**src/rtl/mio_arbiter_if.sv**
```systemverilog
// rtl/mio_arbiter_if.sv - CPU, device and memory port signals of the memory/IO arbiter
interface mio_arbiter_if;
  logic        CPU_MIO;
  logic        cpu_we;
  logic [31:0] cpu_addr;
  logic [31:0] cpu_wdata;
  logic [31:0] cpu_rdata;
  logic        MIO_ready;
  logic        dev_req;
  logic [31:0] dev_addr;
  logic [31:0] dev_rdata;
  logic        dev_ack;
  logic        mem_en;
  logic        mem_we;
  logic [31:0] mem_addr;
  logic [31:0] mem_wdata;
  logic [31:0] mem_rdata;
  logic [1:0]  grant;

  modport slave (
    input  CPU_MIO, cpu_we, cpu_addr, cpu_wdata, dev_req, dev_addr, mem_rdata,
    output cpu_rdata, MIO_ready, dev_rdata, dev_ack, mem_en, mem_we, mem_addr, mem_wdata, grant
  );

  modport master (
    output CPU_MIO, cpu_we, cpu_addr, cpu_wdata, dev_req, dev_addr, mem_rdata,
    input  cpu_rdata, MIO_ready, dev_rdata, dev_ack, mem_en, mem_we, mem_addr, mem_wdata, grant
  );
endinterface

```
**src/rtl/mio_arbiter.sv**
```systemverilog
// rtl/mio_arbiter.sv - two-requester memory/IO port arbiter; MIO_ARB_STARVE_EN enables device anti-starvation
module mio_arbiter #(
  parameter int MEM_LAT    = 2,
  parameter int STARVE_MAX = 4
) (
  input  logic          clk,
  input  logic          reset,
  mio_arbiter_if.slave  bus
);

  localparam int WW = (MEM_LAT > 1) ? $clog2(MEM_LAT) : 1;

  typedef enum logic [1:0] {
    ST_IDLE = 2'd0,
    ST_ACC  = 2'd1,
    ST_RESP = 2'd2
  } state_t;

  state_t        state_q, state_d;
  logic          owner_dev_q, owner_dev_d;
  logic          we_q, we_d;
  logic [31:0]   addr_q, addr_d;
  logic [31:0]   wdata_q, wdata_d;
  logic [WW-1:0] wait_q, wait_d;
  logic [31:0]   cpu_rdata_q, cpu_rdata_d;
  logic [31:0]   dev_rdata_q, dev_rdata_d;
  logic          mio_ready_q, mio_ready_d;
  logic          dev_ack_q, dev_ack_d;
  logic          dev_win;
  logic          cpu_win;

`ifdef MIO_ARB_STARVE_EN
  localparam int SW = $clog2(STARVE_MAX + 1);
  logic [SW-1:0] streak_q, streak_d;

  // The device wins a tie once the CPU has taken STARVE_MAX grants in a row past it
  always_comb begin
    dev_win = bus.dev_req && (!bus.CPU_MIO || (streak_q == SW'(STARVE_MAX)));
    cpu_win = bus.CPU_MIO && !dev_win;
  end

  // Starvation streak: counts CPU grants taken while the device was waiting
  always_comb begin
    streak_d = streak_q;
    if (state_q == ST_IDLE) begin
      if (!bus.dev_req || dev_win) begin
        streak_d = '0;
      end else if (cpu_win && (streak_q != SW'(STARVE_MAX))) begin
        streak_d = streak_q + 1'b1;
      end
    end
  end

  // Streak register
  always_ff @(posedge clk or negedge reset) begin
    if (!reset) streak_q <= '0;
    else        streak_q <= streak_d;
  end
`else
  logic unused_starve_max;
  assign unused_starve_max = (STARVE_MAX > 0);

  // Fixed priority: the device only gets the port when the CPU is not asking
  always_comb begin
    dev_win = bus.dev_req && !bus.CPU_MIO;
    cpu_win = bus.CPU_MIO;
  end
`endif

  // Next-state and datapath: arbitrate in IDLE, count down ACC, strobe the owner in RESP
  always_comb begin
    state_d     = state_q;
    owner_dev_d = owner_dev_q;
    we_d        = we_q;
    addr_d      = addr_q;
    wdata_d     = wdata_q;
    wait_d      = wait_q;
    cpu_rdata_d = cpu_rdata_q;
    dev_rdata_d = dev_rdata_q;
    mio_ready_d = 1'b0;
    dev_ack_d   = 1'b0;
    case (state_q)
      ST_IDLE: begin
        if (cpu_win) begin
          owner_dev_d = 1'b0;
          we_d        = bus.cpu_we;
          addr_d      = bus.cpu_addr;
          wdata_d     = bus.cpu_wdata;
          wait_d      = WW'(MEM_LAT - 1);
          state_d     = ST_ACC;
        end else if (dev_win) begin
          owner_dev_d = 1'b1;
          we_d        = 1'b0;
          addr_d      = bus.dev_addr;
          wdata_d     = '0;
          wait_d      = WW'(MEM_LAT - 1);
          state_d     = ST_ACC;
        end
      end
      ST_ACC: begin
        if (wait_q == '0) begin
          if (owner_dev_q) begin
            dev_rdata_d = bus.mem_rdata;
            dev_ack_d   = 1'b1;
          end else begin
            cpu_rdata_d = bus.mem_rdata;
            mio_ready_d = 1'b1;
          end
          state_d = ST_RESP;
        end else begin
          wait_d = wait_q - 1'b1;
        end
      end
      default: begin
        state_d = ST_IDLE;
      end
    endcase
  end

  // All arbiter state; reset aborts any access in flight without a strobe
  always_ff @(posedge clk or negedge reset) begin
    if (!reset) begin
      state_q     <= ST_IDLE;
      owner_dev_q <= 1'b0;
      we_q        <= 1'b0;
      addr_q      <= '0;
      wdata_q     <= '0;
      wait_q      <= '0;
      cpu_rdata_q <= '0;
      dev_rdata_q <= '0;
      mio_ready_q <= 1'b0;
      dev_ack_q   <= 1'b0;
    end else begin
      state_q     <= state_d;
      owner_dev_q <= owner_dev_d;
      we_q        <= we_d;
      addr_q      <= addr_d;
      wdata_q     <= wdata_d;
      wait_q      <= wait_d;
      cpu_rdata_q <= cpu_rdata_d;
      dev_rdata_q <= dev_rdata_d;
      mio_ready_q <= mio_ready_d;
      dev_ack_q   <= dev_ack_d;
    end
  end

  // Outputs decoded from registered state only
  always_comb begin
    bus.mem_en    = (state_q == ST_ACC);
    bus.mem_we    = we_q && (state_q == ST_ACC);
    bus.mem_addr  = addr_q;
    bus.mem_wdata = wdata_q;
    bus.cpu_rdata = cpu_rdata_q;
    bus.dev_rdata = dev_rdata_q;
    bus.MIO_ready = mio_ready_q;
    bus.dev_ack   = dev_ack_q;
    if (state_q == ST_IDLE) bus.grant = 2'b00;
    else                    bus.grant = owner_dev_q ? 2'b10 : 2'b01;
  end

endmodule

```
**src/flat_wrapper.sv**
```systemverilog
// flat-port wrapper written by rule: the top's interface ports become plain ports
module mio_arbiter_flat 
#(
  parameter int MEM_LAT    = 2,
  parameter int STARVE_MAX = 4
)
  (clk, reset, bus_CPU_MIO, bus_cpu_we, bus_cpu_addr, bus_cpu_wdata, bus_dev_req, bus_dev_addr, bus_mem_rdata, bus_cpu_rdata, bus_MIO_ready, bus_dev_rdata, bus_dev_ack, bus_mem_en, bus_mem_we, bus_mem_addr, bus_mem_wdata, bus_grant);
  mio_arbiter_if bus_i ();
  input  logic clk;
  input  logic reset;
  input wire logic [$bits(bus_i.CPU_MIO)-1:0] bus_CPU_MIO;
  input wire logic [$bits(bus_i.cpu_we)-1:0] bus_cpu_we;
  input wire logic [$bits(bus_i.cpu_addr)-1:0] bus_cpu_addr;
  input wire logic [$bits(bus_i.cpu_wdata)-1:0] bus_cpu_wdata;
  input wire logic [$bits(bus_i.dev_req)-1:0] bus_dev_req;
  input wire logic [$bits(bus_i.dev_addr)-1:0] bus_dev_addr;
  input wire logic [$bits(bus_i.mem_rdata)-1:0] bus_mem_rdata;
  output wire logic [$bits(bus_i.cpu_rdata)-1:0] bus_cpu_rdata;
  output wire logic [$bits(bus_i.MIO_ready)-1:0] bus_MIO_ready;
  output wire logic [$bits(bus_i.dev_rdata)-1:0] bus_dev_rdata;
  output wire logic [$bits(bus_i.dev_ack)-1:0] bus_dev_ack;
  output wire logic [$bits(bus_i.mem_en)-1:0] bus_mem_en;
  output wire logic [$bits(bus_i.mem_we)-1:0] bus_mem_we;
  output wire logic [$bits(bus_i.mem_addr)-1:0] bus_mem_addr;
  output wire logic [$bits(bus_i.mem_wdata)-1:0] bus_mem_wdata;
  output wire logic [$bits(bus_i.grant)-1:0] bus_grant;
  assign bus_i.CPU_MIO = bus_CPU_MIO;
  assign bus_i.cpu_we = bus_cpu_we;
  assign bus_i.cpu_addr = bus_cpu_addr;
  assign bus_i.cpu_wdata = bus_cpu_wdata;
  assign bus_i.dev_req = bus_dev_req;
  assign bus_i.dev_addr = bus_dev_addr;
  assign bus_i.mem_rdata = bus_mem_rdata;
  assign bus_cpu_rdata = bus_i.cpu_rdata;
  assign bus_MIO_ready = bus_i.MIO_ready;
  assign bus_dev_rdata = bus_i.dev_rdata;
  assign bus_dev_ack = bus_i.dev_ack;
  assign bus_mem_en = bus_i.mem_en;
  assign bus_mem_we = bus_i.mem_we;
  assign bus_mem_addr = bus_i.mem_addr;
  assign bus_mem_wdata = bus_i.mem_wdata;
  assign bus_grant = bus_i.grant;
  mio_arbiter #(.MEM_LAT(MEM_LAT), .STARVE_MAX(STARVE_MAX)) u_core (.clk(clk), .reset(reset), .bus(bus_i));
endmodule
```
**config.mk**
```make
export PLATFORM = sky130hd
export DESIGN_NAME = mio_arbiter_flat
export DESIGN_NICKNAME = d
export VERILOG_FILES = /design/src/rtl/mio_arbiter_if.sv /design/src/rtl/mio_arbiter.sv /design/src/flat_wrapper.sv
export SDC_FILE = /design/constraint.sdc
export NUM_CORES = 1
export LEC_CHECK = 0
export BUFFER_PORTS_ARGS = -buffer_cell sky130_fd_sc_hd__buf_2
export CAP_MARGIN = 20
export CORE_ASPECT_RATIO = 1.4
export CORE_UTILIZATION = 41
export DETAILED_ROUTE_END_ITERATION = 8
export PLACE_DENSITY_LB_ADDON = 0.08
export SLEW_MARGIN = 15
export SYNTH_ARGS = -nofsm -noshare
export SYNTH_HDL_FRONTEND = slang
export SYNTH_SLANG_ARGS = --single-unit
```
**constraint.sdc**
```tcl
create_clock -name clk -period 1.59 [get_ports clk]
set_input_delay 0.3975 -clock clk [delete_from_list [all_inputs] [get_ports clk]]
set_output_delay 0.3975 -clock clk [all_outputs]
set_load 0.01 [all_outputs]
```
Word-level counts from Yosys, hierarchy flattened

Index checks and enable logic that the tools add are counted.

Add/subtract/negate cells: 1
$mul: 0
Div/mod/pow operators: 0
Magnitude comparators: 0
Equal/unequal tests: 3
Shift operators: 0
Multiplexer cells: 23
Bitwise logic cells: 2
Reductions and logical operators: 11

Operators by type and width:

| operator                                               | number |
|---|---|
| two-way mux 32 bit                                     | 4 |
| two-way mux 1 bit                                      | 12 |
| two-way mux 2 bit                                      | 5 |
| AND reduction 2 bit                                    | 3 |
| AND reduction 3 bit                                    | 2 |
| one-hot mux 2 bit (2 select lines)                     | 1 |
| nonzero test 2 bit                                     | 2 |
| inequality test 3 x 2 -> 1 bit (second input constant) | 1 |
| == test 2 x 1 -> 1 bit (second input constant)         | 1 |
| logical AND 1 bit                                      | 2 |
| logical NOT 2 bit                                      | 1 |
| inequality test 2 bit (second input constant)          | 1 |
| inverter 1 bit                                         | 2 |
| one-hot mux 1 bit (2 select lines)                     | 1 |
| logical NOT 1 bit                                      | 1 |
| subtractor 1 bit (second input constant)               | 1 |

Register bits after elaboration: 135
Latch bits: 0
RAM bits: 0
ROM bits: 0
Bits of input ports: 133
Output and inout bits: 134
Memories: 0

Longest topological paths before layout

Gate-level depths: netlist of run 1.

Depth after elaboration: 5
Depth in mapped cells: 5
Gate-level depth less buffers: 4

Worst setup path before layout of run 1

Ideal clock, no wire load.

Path kind: flip-flop to flip-flop
Start point: register u_core.state_q[1]
End point: register u_core.dev_rdata_q[10] (netlist: u_core.bus.dev_rdata[10])
Arrival: 1.363 ns
Data required time: 1.465 ns
Path slack: 0.102 ns
Cell stages (with the launch flop): 5
Path buffers: 1
Clock period less this slack: 1.488 ns
Path through: dfrtp_1 > nand2b_4 > nor3b_4 > buf_6 > mux2_2

Cells in the longest elaborated chain, start to end: 2

RTL lines:

| what                                 | line               | RTL |
|---|---|---|
| start, declared                      | mio_arbiter.sv:19  | `state_t state_q, state_d;` |
| start signal, assigned               | mio_arbiter.sv:134 | `state_q <= state_d;` |
| == test 2 x 1 -> 1 bit               | mio_arbiter.sv:82  | `case (state_q)` |
| AND reduction 3 bit (no source line) | --                 |  |
| end signal, assigned                 | mio_arbiter.sv:141 | `dev_rdata_q <= dev_rdata_d;` |
| end, declared                        | mio_arbiter.sv:26  | `logic [31:0] dev_rdata_q, dev_rdata_d;` |

Every way passes these cells.
A chain may end at the register's enable or synchronous reset.

Final worst setup path of run 1

Start point: register u_core.state_q[1]
End point: register u_core.dev_rdata_q[31] (netlist: u_core.bus.dev_rdata[31])

The elaborated chain is that of the path after synthesis.

==> flow_summary_export.csv, run 1 <==
group,metric,value,unit
sta,tns,-4650,ps
global_routing,grtUsageMet2,33.1,%
sta,rsz0062_at_grt,"true",
detailed_routing,antenna_left,0,
pwr,p_per_area,2190,nW/um^2
yosys,synth_cell_types,17,
detailed_routing,wl_per_cell,18.1,um
cells_and_area,final_common_cell,"buf_2",
pwr,switching_share,31.8,%
die,start_util,41.9,%
detailed_routing,dr.pass1.iters,4,
clock_network,ctsHoldBuffers,0,
clock_network,clockBufferDepth,2,
setup_path,startpoint_type,"flip-flop",
pwr,pwr-share-clk,23.7,%
global_routing,grt_usage,19.0,%
setup_path,r2r_setup_slack,-110,ps
clock_network,clkLatencyLatePin,410,ps
setup_path,end_kind,"flip-flop",
clock_network,cts_tree,"built",
placement,post_dp_cell_area,6970,um^2
yosys,synth.yosys.seq_area_share,62.9,%
setup_path,path_class,"reg -> reg",
sta,setup_viol,67,
pwr,vdd_ir_drop_max,0.000957,V
sta,min_period,1700,ps
hold_path,hp-class,"in -> async",
placement,placed_cells,745,
clock_network,htreeDepth,4,
die,rows,49,
placement,pre_cts_slack,56.6,ps
placement,hpwl,9150,um
run,cap_violations,0,
sta,relSlewSlack,64.2,%
yosys,syn-num-nets,468,
detailed_routing,drt-vias-per-instance,4.99,
yosys,ys_ff_latch,135,
detailed_routing,drt-initial-drc-count,88,
sta,hold_viol,0,
cells_and_area,layout_common_cells,"buf_2 (265), dfrtp_1 (135), mux2_4 (64), mux2_2 (64), a22o_1 (33)",
clock_network,cts.sinks,135,
clock_network,root_buffer,"clkbuf_16",
pwr,p_comb_share,42.3,%
global_routing,grt_first_pass_wirelength,19700,um
pwr,power.internal,12.1,mW
yosys,yosysWarningCount,0,
cells_and_area,drive_above_1_share,71.9,%
cells_and_area,fin_area,8130,um^2
global_routing,use_met3,6.54,%
outcome,violations,"setup timing",
cells_and_area,layout.nets,760,
die,io_pins,267,
pwr,p_switching,5.66,mW
cells_and_area,area_delta_synth_final,51.5,%
pwr,power,17.8,mW
global_routing,busiest_layer,"met2",
global_routing,met1_usage,20.7,%
placement,gp_congestion,0.787,
yosys,synth_cells,335,
die,die_x,98.7,um
clock_network,cts_buffers,17,
sta,timing.final.crit_share,107,%
yosys,syn_avg_cell_area,16.0,um^2
die,die_area,13600,um^2
yosys,syn-cell-area,5370,um^2
cells_and_area,antenna_cells,0,
setup_path,crit_fanout,8,
global_routing,grt_pass1_vias,4058,
die,core_area,12800,um^2
detailed_routing,vias,3957,
clock_network,clk_pin_slew_worst_paths,60,ps
global_routing,grt_max_degree,96,
outcome,outcome,"finished, violations left",
die,dieHeight,137,um
pwr,seqPwrFrac,34.0,%
sta,slew_viol_final,0,
placement,portBuffers,266,
pwr,leakage,4.12,nW
cells_and_area,final_cells,793,
sta,max_slew.worst_pin.slew,537,ps
sta,fmax,0.589,GHz
setup_path,crit_arrival,1990,ps
sta,finalClockSkew,9.12,ps
sta,fin_ws,-108,ps
detailed_routing,drc_errors,0,
global_routing,antenna_found_initial,0,
global_routing,grt.overflow.total,0,
setup_path,crit_required,1880,ps
detailed_routing,wl,14300,um
==> synth_stat cells <==
| master | n | area [um^2] |
|---|---|---|
| nor2_1 | 6 | 22.5 |
| nor3_4 | 1 | 16.3 |
| mux2_1 | 1 | 11.3 |
| buf_2 | 16 | 80.1 |
| a22o_1 | 33 | 289 |
| o21a_1 | 1 | 7.51 |
| o21ai_2 | 1 | 8.76 |
| a21oi_1 | 1 | 5.00 |
| inv_1 | 1 | 3.75 |
| dfrtp_1 | 135 | 3380 |
| nor3b_4 | 1 | 18.8 |
| mux2_2 | 127 | 1430 |
| and2_1 | 2 | 12.5 |
| buf_6 | 5 | 56.3 |
| nand2b_4 | 1 | 13.8 |
| nand2_1 | 2 | 7.51 |
| nor2b_1 | 1 | 6.26 |
==> logic make-up (layout without fill, tap and decap cells) <==
family          Yosys count  in the layout  synth area share, %
simple gates             14             14                 1.82
mux                     128            128                 26.9
compound gates           36             36                 5.78
flops                   135            135                 62.9
buf+inv                  22            327                 2.61
==> power by group through the flow <==
stage,clock [mW],sequential [mW],combinational (mW)
after detailed placement,0,6.01,6.27
after CTS,4.29,5.99,6.33
after global routing,4.44,6.25,8.07
final,4.20,6.04,7.52
after floorplan,0,6.77,2.78
after global placement,0,5.94,6.13
==> per-layer routing <==
layer | routed length [um] | vias to the layer above
li1 | - | 1795
met4 | 331 | 0
met1 | 5520 | 1961
met3 | 915 | 24
met2 | 7560 | 177
met5 | 0 | -
==> final cells by class <==
cell class	count	area, um^2
fillers	1031	4680
flip-flops and latches	135	3380
multi-input cells	178	2100
repair buffers	294	1810
clock buffers	18	439
clock inverters	14	196
well taps	153	191
inverters	1	6.26
==> worst paths after layout <==
check / from / end / cells past startpoint
setup reg to reg: u_core.state_q[1] / u_core.bus.dev_rdata[31] / 6
hold / removal: reset / u_core.bus.cpu_rdata[2] / 2
min in group clk: bus_cpu_wdata[6] / u_core.bus.mem_wdata[6] / 2
max in group asynchronous: reset / u_core.bus.mem_wdata[16] / 2
hold reg to reg: u_core.bus.mem_addr[17] / u_core.bus.mem_addr[17] / 1
setup / recovery: u_core.state_q[1] / u_core.bus.dev_rdata[31] / 6
==> sequential cells by signal (all words and copies together) (netlist names) <==
register	count
u_core.state_q	2
u_core.owner_dev_q	1
u_core.bus.mem_addr	32
u_core.bus.mem_wdata	32
u_core.bus.MIO_ready	1
u_core.we_q	1
u_core.bus.dev_ack	1
u_core.wait_q	1
u_core.bus.cpu_rdata	32
u_core.bus.dev_rdata	32
==> through the flow <==
step / hold WS, ps / util (%)
after floorplan: 102 / -
after global placement: 467 / 54.4
after detailed placement: 484 / 54.4
after CTS: 57.1 / 59.5
after global routing: 69.3 / 63.5
final: 17.9 / 63.5
==> worst max-delay path, stage by stage (launching register included) <==
cell and delay, ps:
dfrtp_1 400, nand2b_4 170, buf_6 130, nor3b_4 230, buf_6 170, clkbuf_16 170
mux2_4 300
==> what timing repair did <==
item                       CTS  global route
setup endpoints to repair    4            68
gates resized for setup      3            73
gates cloned                 0             8
pin swaps                    2             3
buffers inserted             3             6
Power figures use the tool's default switching activity.
==> inputs of run 2 (changes only) <==
ABC_AREA = 1   (was default)
CORE_UTILIZATION = 42   (was 41)
==> run 2 against run 1 <==
Net effect: the flow still finishes with violations (setup timing); flip-flop and latch count is the same; critical path depth fell by 3; setup slack improved by 31 ps; register-to-register slack better by 230 ps; sequential share of layout area increased by 1.0 points; hold slack improved by 160 ps; final cell count is 45% higher; wire length rose by 10%; sequential power down 1%; critical path type is now reg -> out; largest power group unchanged; highest routed layer unchanged.
==> flow_summary_export.csv, run 2 <==
group,metric,value,unit
sta,setup_viol,4,
yosys,ys_ff_latch,135,
cells_and_area,area_delta_synth_final,41.0,%
global_routing,grt_max_degree,45,
setup_path,startpoint_type,"flip-flop",
pwr,vdd_ir_drop_max,0.000988,V
detailed_routing,drc_errors,0,
die,rows,49,
sta,max_slew.worst_pin.slew,427,ps
outcome,outcome,"finished, violations left",
yosys,syn-cell-area,5630,um^2
cells_and_area,final.fill_count,1224,
pwr,p_per_area,2160,nW/um^2
yosys,synth_top_area_share,60.0,%
global_routing,grt_first_pass_wirelength,25500,um
die,dieHeight,139,um
die,core_area,12900,um^2
run,cap_violations,0,
sta,relSlewSlack,71.5,%
yosys,synth_flop_cell,"dfrtp_1",
clock_network,clkLatencyLatePin,410,ps
sta,rsz0062_at_grt,"true",
placement,pre_cts_slack,22.7,ps
global_routing,grt_usage,23.4,%
die,die_area,13900,um^2
yosys,synth_edf_count,0,
global_routing,grt.overflow.total,0,
global_routing,grt_pass1_vias,5308,
detailed_routing,wl,15800,um
outcome,violations,"setup timing",
yosys,yosys.area.top_type,"dfrtp_1",
yosys,synth.yosys.seq_area_share,60.0,%
clock_network,clk_pin_slew_worst_paths,60,ps
yosys,synth_area_leaders,"dfrtp_1 (60%), nand2_1 (28%), nand3_1 (5.7%), buf_2 (2.3%), buf_6 (0.80%)",
cells_and_area,antenna_cells,0,
yosys,yosys-top-cells-count,"nand2_1 (425), dfrtp_1 (135), nand3_1 (64), buf_2 (26), inv_1 (9)",
clock_network,htreeDepth,4,
sta,hold_viol,0,
setup_path,end_kind,"output pin",
pwr,leakage,4.73,nW
die,start_util,43.5,%
detailed_routing,dr.pass1.iters,4,
cells_and_area,drive_above_1_share,34.7,%
die,die_x,99.8,um
pwr,power,17.1,mW
detailed_routing,drt-vias-per-instance,4.65,
setup_path,crit_arrival,1270,ps
detailed_routing,wl_per_cell,13.7,um
yosys,yosysWarningCount,0,
sta,finalClockSkew,10.3,ps
yosys,synth_cell_types,13,
cells_and_area,layout_common_cells,"nand2_1 (424), buf_2 (261), dfrtp_1 (134), nand3_1 (64), buf_4 (22)",
detailed_routing,vias,5359,
sta,fmax,0.600,GHz
cells_and_area,layout.nets,1095,
yosys,syn_avg_cell_area,8.18,um^2
sta,timing.final.crit_share,105,%
sta,whs,177,ps
clock_network,cts.sinks,135,
setup_path,crit_required,1190,ps
cells_and_area,utilization,61.4,%
placement,gp_congestion,0.780,
clock_network,clockBufferDepth,2,
placement,portBuffers,266,
cells_and_area,final_common_cell,"nand2_1",
sta,slew_viol_final,0,
sta,fin_ws,-77.6,ps
sta,tns,-281,ps
detailed_routing,antenna_left,0,
setup_path,path_class,"reg -> out",
clock_network,cts_buffers,17,
clock_network,root_buffer,"clkbuf_16",
detailed_routing,drt-initial-drc-count,182,
sta,min_period,1670,ps
hold_path,hp-class,"in -> reg",
placement,hpwl,11300,um
yosys,async_flop_share,100,%
yosys,syn-num-nets,821,
die,io_pins,267,
yosys,synth_cells,688,
yosys,synth.most_common_cell,"nand2_1",
setup_path,crit_fanout,3,
global_routing,antenna_found_initial,0,
clock_network,cts_tree,"built",
-- run 2: cell count changes after synthesis, moves of 8 or more --
cell,before,now
inv_1,1,9
buf_2,16,26
a22o_1,33,0
nand3_1,0,64
mux2_2,127,0
nand2_1,2,425
-- run 2: layout make-up --
class	count	area, um^2	area share [%]
Sequential cell	135	3380	42.6
Clock buffer	19	443	5.58
Inverter	10	37.5	0.473
Clock inverter	13	194	2.44
Tap cell	178	223	2.81
Multi-Input combinational cell	504	2020	25.4
Timing Repair Buffer	294	1650	20.7
-- run 2: worst paths after layout --
kind                       slack, ps                      from  depth (start not counted)                        to
setup / recovery                 -80         u_core.state_q[1]                          3                bus_mem_en
hold / removal                   180         bus_cpu_wdata[24]                          3  u_core.bus.mem_wdata[24]
setup reg to reg                 120         u_core.state_q[0]                          8  u_core.bus.cpu_rdata[23]
hold reg to reg                  460  u_core.bus.dev_rdata[24]                          2  u_core.bus.dev_rdata[24]
max in group asynchronous        550                     reset                          3   u_core.bus.mem_addr[10]
min in group asynchronous        470                     reset                          2   u_core.bus.cpu_rdata[4]
-- run 2: what timing repair did --
| item | CTS | global route |
|---|---|---|
| endpoints found under the setup margin | 4 | 17 |
| endpoints found under the hold margin | 37 | 0 |
| pin swaps | 2 | 4 |
| resized for setup | 6 | 10 |
| setup buffers | 6 | 0 |
| hold buffers | 1 | 0 |
-- run 2: power by group --
part / leakage, nW / switching (mW) / total (mW) / internal (mW)
Combinational: 2.75 / 4.25 / 6.93 / 2.68
Clock: 0.303 / 1.53 / 4.22 / 2.69
Sequential: 1.68 / 0.884 / 5.96 / 5.08
-- run 2: metrics by stage --
step / instances / instance area (um^2)
2_1_floorplan: 688 / 5630
3_3_place_gp: 1115 / 7190
3_5_place_dp: 1116 / 7220
4_1_cts: 1153 / 7900
5_1_grt: 1153 / 7940
6_report: 1153 / 7940
-- run 2: kinds of logic (layout without fill, tap and decap cells) --
| kind of cell | count (synthesis) | count (layout) | share of synthesized area [%] |
|---|---|---|---|
| DFF | 135 | 135 | 60.0 |
| AOI/OAI and AO/OA | 4 | 4 | 0.356 |
| and+or+nand+nor | 500 | 500 | 35.0 |
| buffers and inverters | 49 | 336 | 4.65 |
-- run 2: layer usage --
metal	part of all wire, %	track usage, %
met3	6.2	5.49
met1	40	27.3
met5	0	0
met4	3.4	11.8
met2	51	39.9
-- run 2: critical path: stages (launching register included) --
cell and delay, ps:
dfrtp_2 450, nor2_4 150, buf_4 140, buf_4 120
==> inputs of run 3 (changes only) <==
CORE_MARGIN = 5   (was default)
CTS_CLUSTER_DIAMETER = 100   (was default)
==> run 3 against run 2 <==
Net effect: the flow still finishes with violations (setup timing); final area rose by 3.6%; clock power increased by 4.7%; critical path depth rose by 3; sequential power is essentially flat; first-iteration DRC count is 29% higher; total power rose by 6.1%; wire length up 10%; clock skew decreased by 1.6 ps; register-to-register slack got worse by 30 ps.
==> flow_summary_export.csv, run 3 (synthesis gave the netlist of run 2 again) <==
group,metric,value,unit
clock_network,clkLatencyLatePin,410,ps
global_routing,grt.overflow.total,0,
run,cap_violations,0,
outcome,violations,"setup timing",
detailed_routing,drt-initial-drc-count,234,
placement,hpwl,12200,um
setup_path,max_stage_delay,360,ps
sta,max_slew.worst_pin.slew,357,ps
sta,rsz0062_at_grt,"true",
detailed_routing,dr.pass1.iters,4,
global_routing,grt_pass1_vias,5534,
cells_and_area,fin_area,8230,um^2
sta,min_period,1690,ps
hold_path,hp-class,"in -> reg",
setup_path,slowest_stage,"dfrtp_1",
placement,post_dp_cell_area,7220,um^2
placement,pre_cts_slack,-33.3,ps
clock_network,root_buffer,"clkbuf_16",
cells_and_area,multi_input_area,2080,um^2
setup_path,crit_required,1190,ps
clock_network,cts_tree,"built",
cells_and_area,layout.nets,1108,
detailed_routing,antenna_left,0,
outcome,outcome,"finished, violations left",
pwr,p_per_area,2210,nW/um^2
cells_and_area,final-seq-area,3380,um^2
sta,relSlewSlack,76.2,%
setup_path,startpoint_type,"flip-flop",
die,die_x,108,um
cells_and_area,area_delta_synth_final,46.1,%
die,rows,50,
cells_and_area,final_common_cell,"nand2_1",
sta,fmax,0.591,GHz
die,start_util,42.4,%
detailed_routing,wl_per_cell,14.9,um
detailed_routing,drt-vias-per-instance,4.76,
cells_and_area,final.fill_count,1254,
setup_path,end_kind,"output pin",
setup_path,critical_path_buf_inv_count,4,
setup_path,path_delay_family,"flip-flops",
sta,finalClockSkew,8.64,ps
cells_and_area,drive_above_1_share,36.3,%
pwr,vdd_ir_drop_max,0.000908,V
placement,portBuffers,266,
setup_path,crit_arrival,1290,ps
setup_path,r2r_setup_slack,90,ps
global_routing,grt_usage,21.3,%
placement,placed_cells,1122,
pwr,power,18.2,mW
die,die_area,15900,um^2
placement,gp_congestion,0.791,
sta,fin_ws,-102,ps
global_routing,antenna_found_initial,0,
setup_path,path_cells,"inv_2, buf_6, nor2_4, inv_2, nor2_4, buf_6",
sta,timing.final.crit_share,106,%
sta,setup_viol,4,
sta,slew_viol_final,0,
die,core_area,13300,um^2
global_routing,grt_first_pass_wirelength,26900,um
pwr,leakage,4.88,nW
sta,hold_viol,0,
clock_network,htreeDepth,4,
clock_network,cts.sinks,135,
clock_network,clockBufferDepth,2,
clock_network,clk_pin_slew_worst_paths,60,ps
setup_path,path_class,"reg -> out",
clock_network,cts_buffers,17,
cells_and_area,final_cells,1169,
cells_and_area,layout_common_cells,"nand2_1 (415), buf_2 (263), dfrtp_1 (135), nand3_1 (63)",
detailed_routing,drc_errors,0,
setup_path,crit_fanout,3,
cells_and_area,antenna_cells,0,
die,io_pins,267,
global_routing,grt_max_degree,45,
detailed_routing,wl,17400,um
die,dieHeight,147,um
detailed_routing,vias,5563,
==> run 3: cell count changes in the layout (fill, tap and decap cells not counted), moves of 2 or more <==
cell,delta
nor2_4,+2
clkbuf_16,+4
nand2_4,+5
inv_6,-3
clkinv_4,+3
buf_2,+2
buf_6,+7
bufinv_16,+2
nand2_1,-9
clkinvlp_4,-2
nor2_2,-2
nand2_2,+4
==> run 3: layout make-up <==
type / count / share of cell area [%]
sequential: 135 / 41.1
timing repair buffer: 307 / 22.3
clock inverter: 11 / 2.71
multi-input combinational: 504 / 25.3
clock buffer: 20 / 5.43
inverter: 10 / 0.456
tap: 182 / 2.77
==> run 3: where the power goes <==
part	switching, mW	internal [mW]	total (mW)
registers	0.903	5.08	5.98
logic	4.57	3.18	7.75
clock network	1.44	2.98	4.42
total	6.91	11.2	18.2
==> run 3: timing repair <==
action                                  CTS  global route
gates cloned                              0             6
endpoints found under the hold margin    31             0
resized for setup                        10            28
setup buffers                            10             4
hold buffers                              1             0
endpoints found under the setup margin    4           106
pin swaps                                 2             8
==> run 3: worst reg2reg max path: stages (launching register included) <==
cell and delay, ps:
dfrtp_1 390, inv_2 70, buf_6 90, nor2_4 30, buf_4 130, buf_4 120, buf_4 120, buf_6 130
clkbuf_16 170, nand3_1 70, nand2_1 60
==> run 3: metal layers <==
layer | track usage (%) | wire length, um | share of wire (%) | up-vias
met4 | 7.96 | 409 | 2.3 | 0
met2 | 36.3 | 8860 | 51 | 244
met1 | 25.3 | 6870 | 39 | 2600
li1 | - | - | - | 2689
met5 | 0 | 0 | 0 | -
met3 | 6.11 | 1280 | 7.3 | 30
==> run 3: metrics by stage <==
stage          setup TNS, ps  hold WS [ps]  utilization, %
3_3_place_gp           -3870           320            54.3
4_1_cts                 -594           161            60.3
2_1_floorplan              0           102               -
3_5_place_dp            -263           318            54.5
5_1_grt                 -617           170            62.0
6_report                -322           177            62.0
==> run 3: worst paths after layout <==
kind	from	endpoint	depth (start not counted)
setup / recovery	u_core.state_q[0]	bus_mem_we	6
hold / removal	bus_cpu_wdata[24]	u_core.bus.mem_wdata[24]	3
setup reg to reg	u_core.state_q[0]	u_core.bus.cpu_rdata[20]	10
hold reg to reg	u_core.bus.dev_rdata[19]	u_core.bus.dev_rdata[19]	2
max in group asynchronous	reset	u_core.bus.mem_addr[24]	3
min in group asynchronous	reset	u_core.bus.cpu_rdata[3]	2
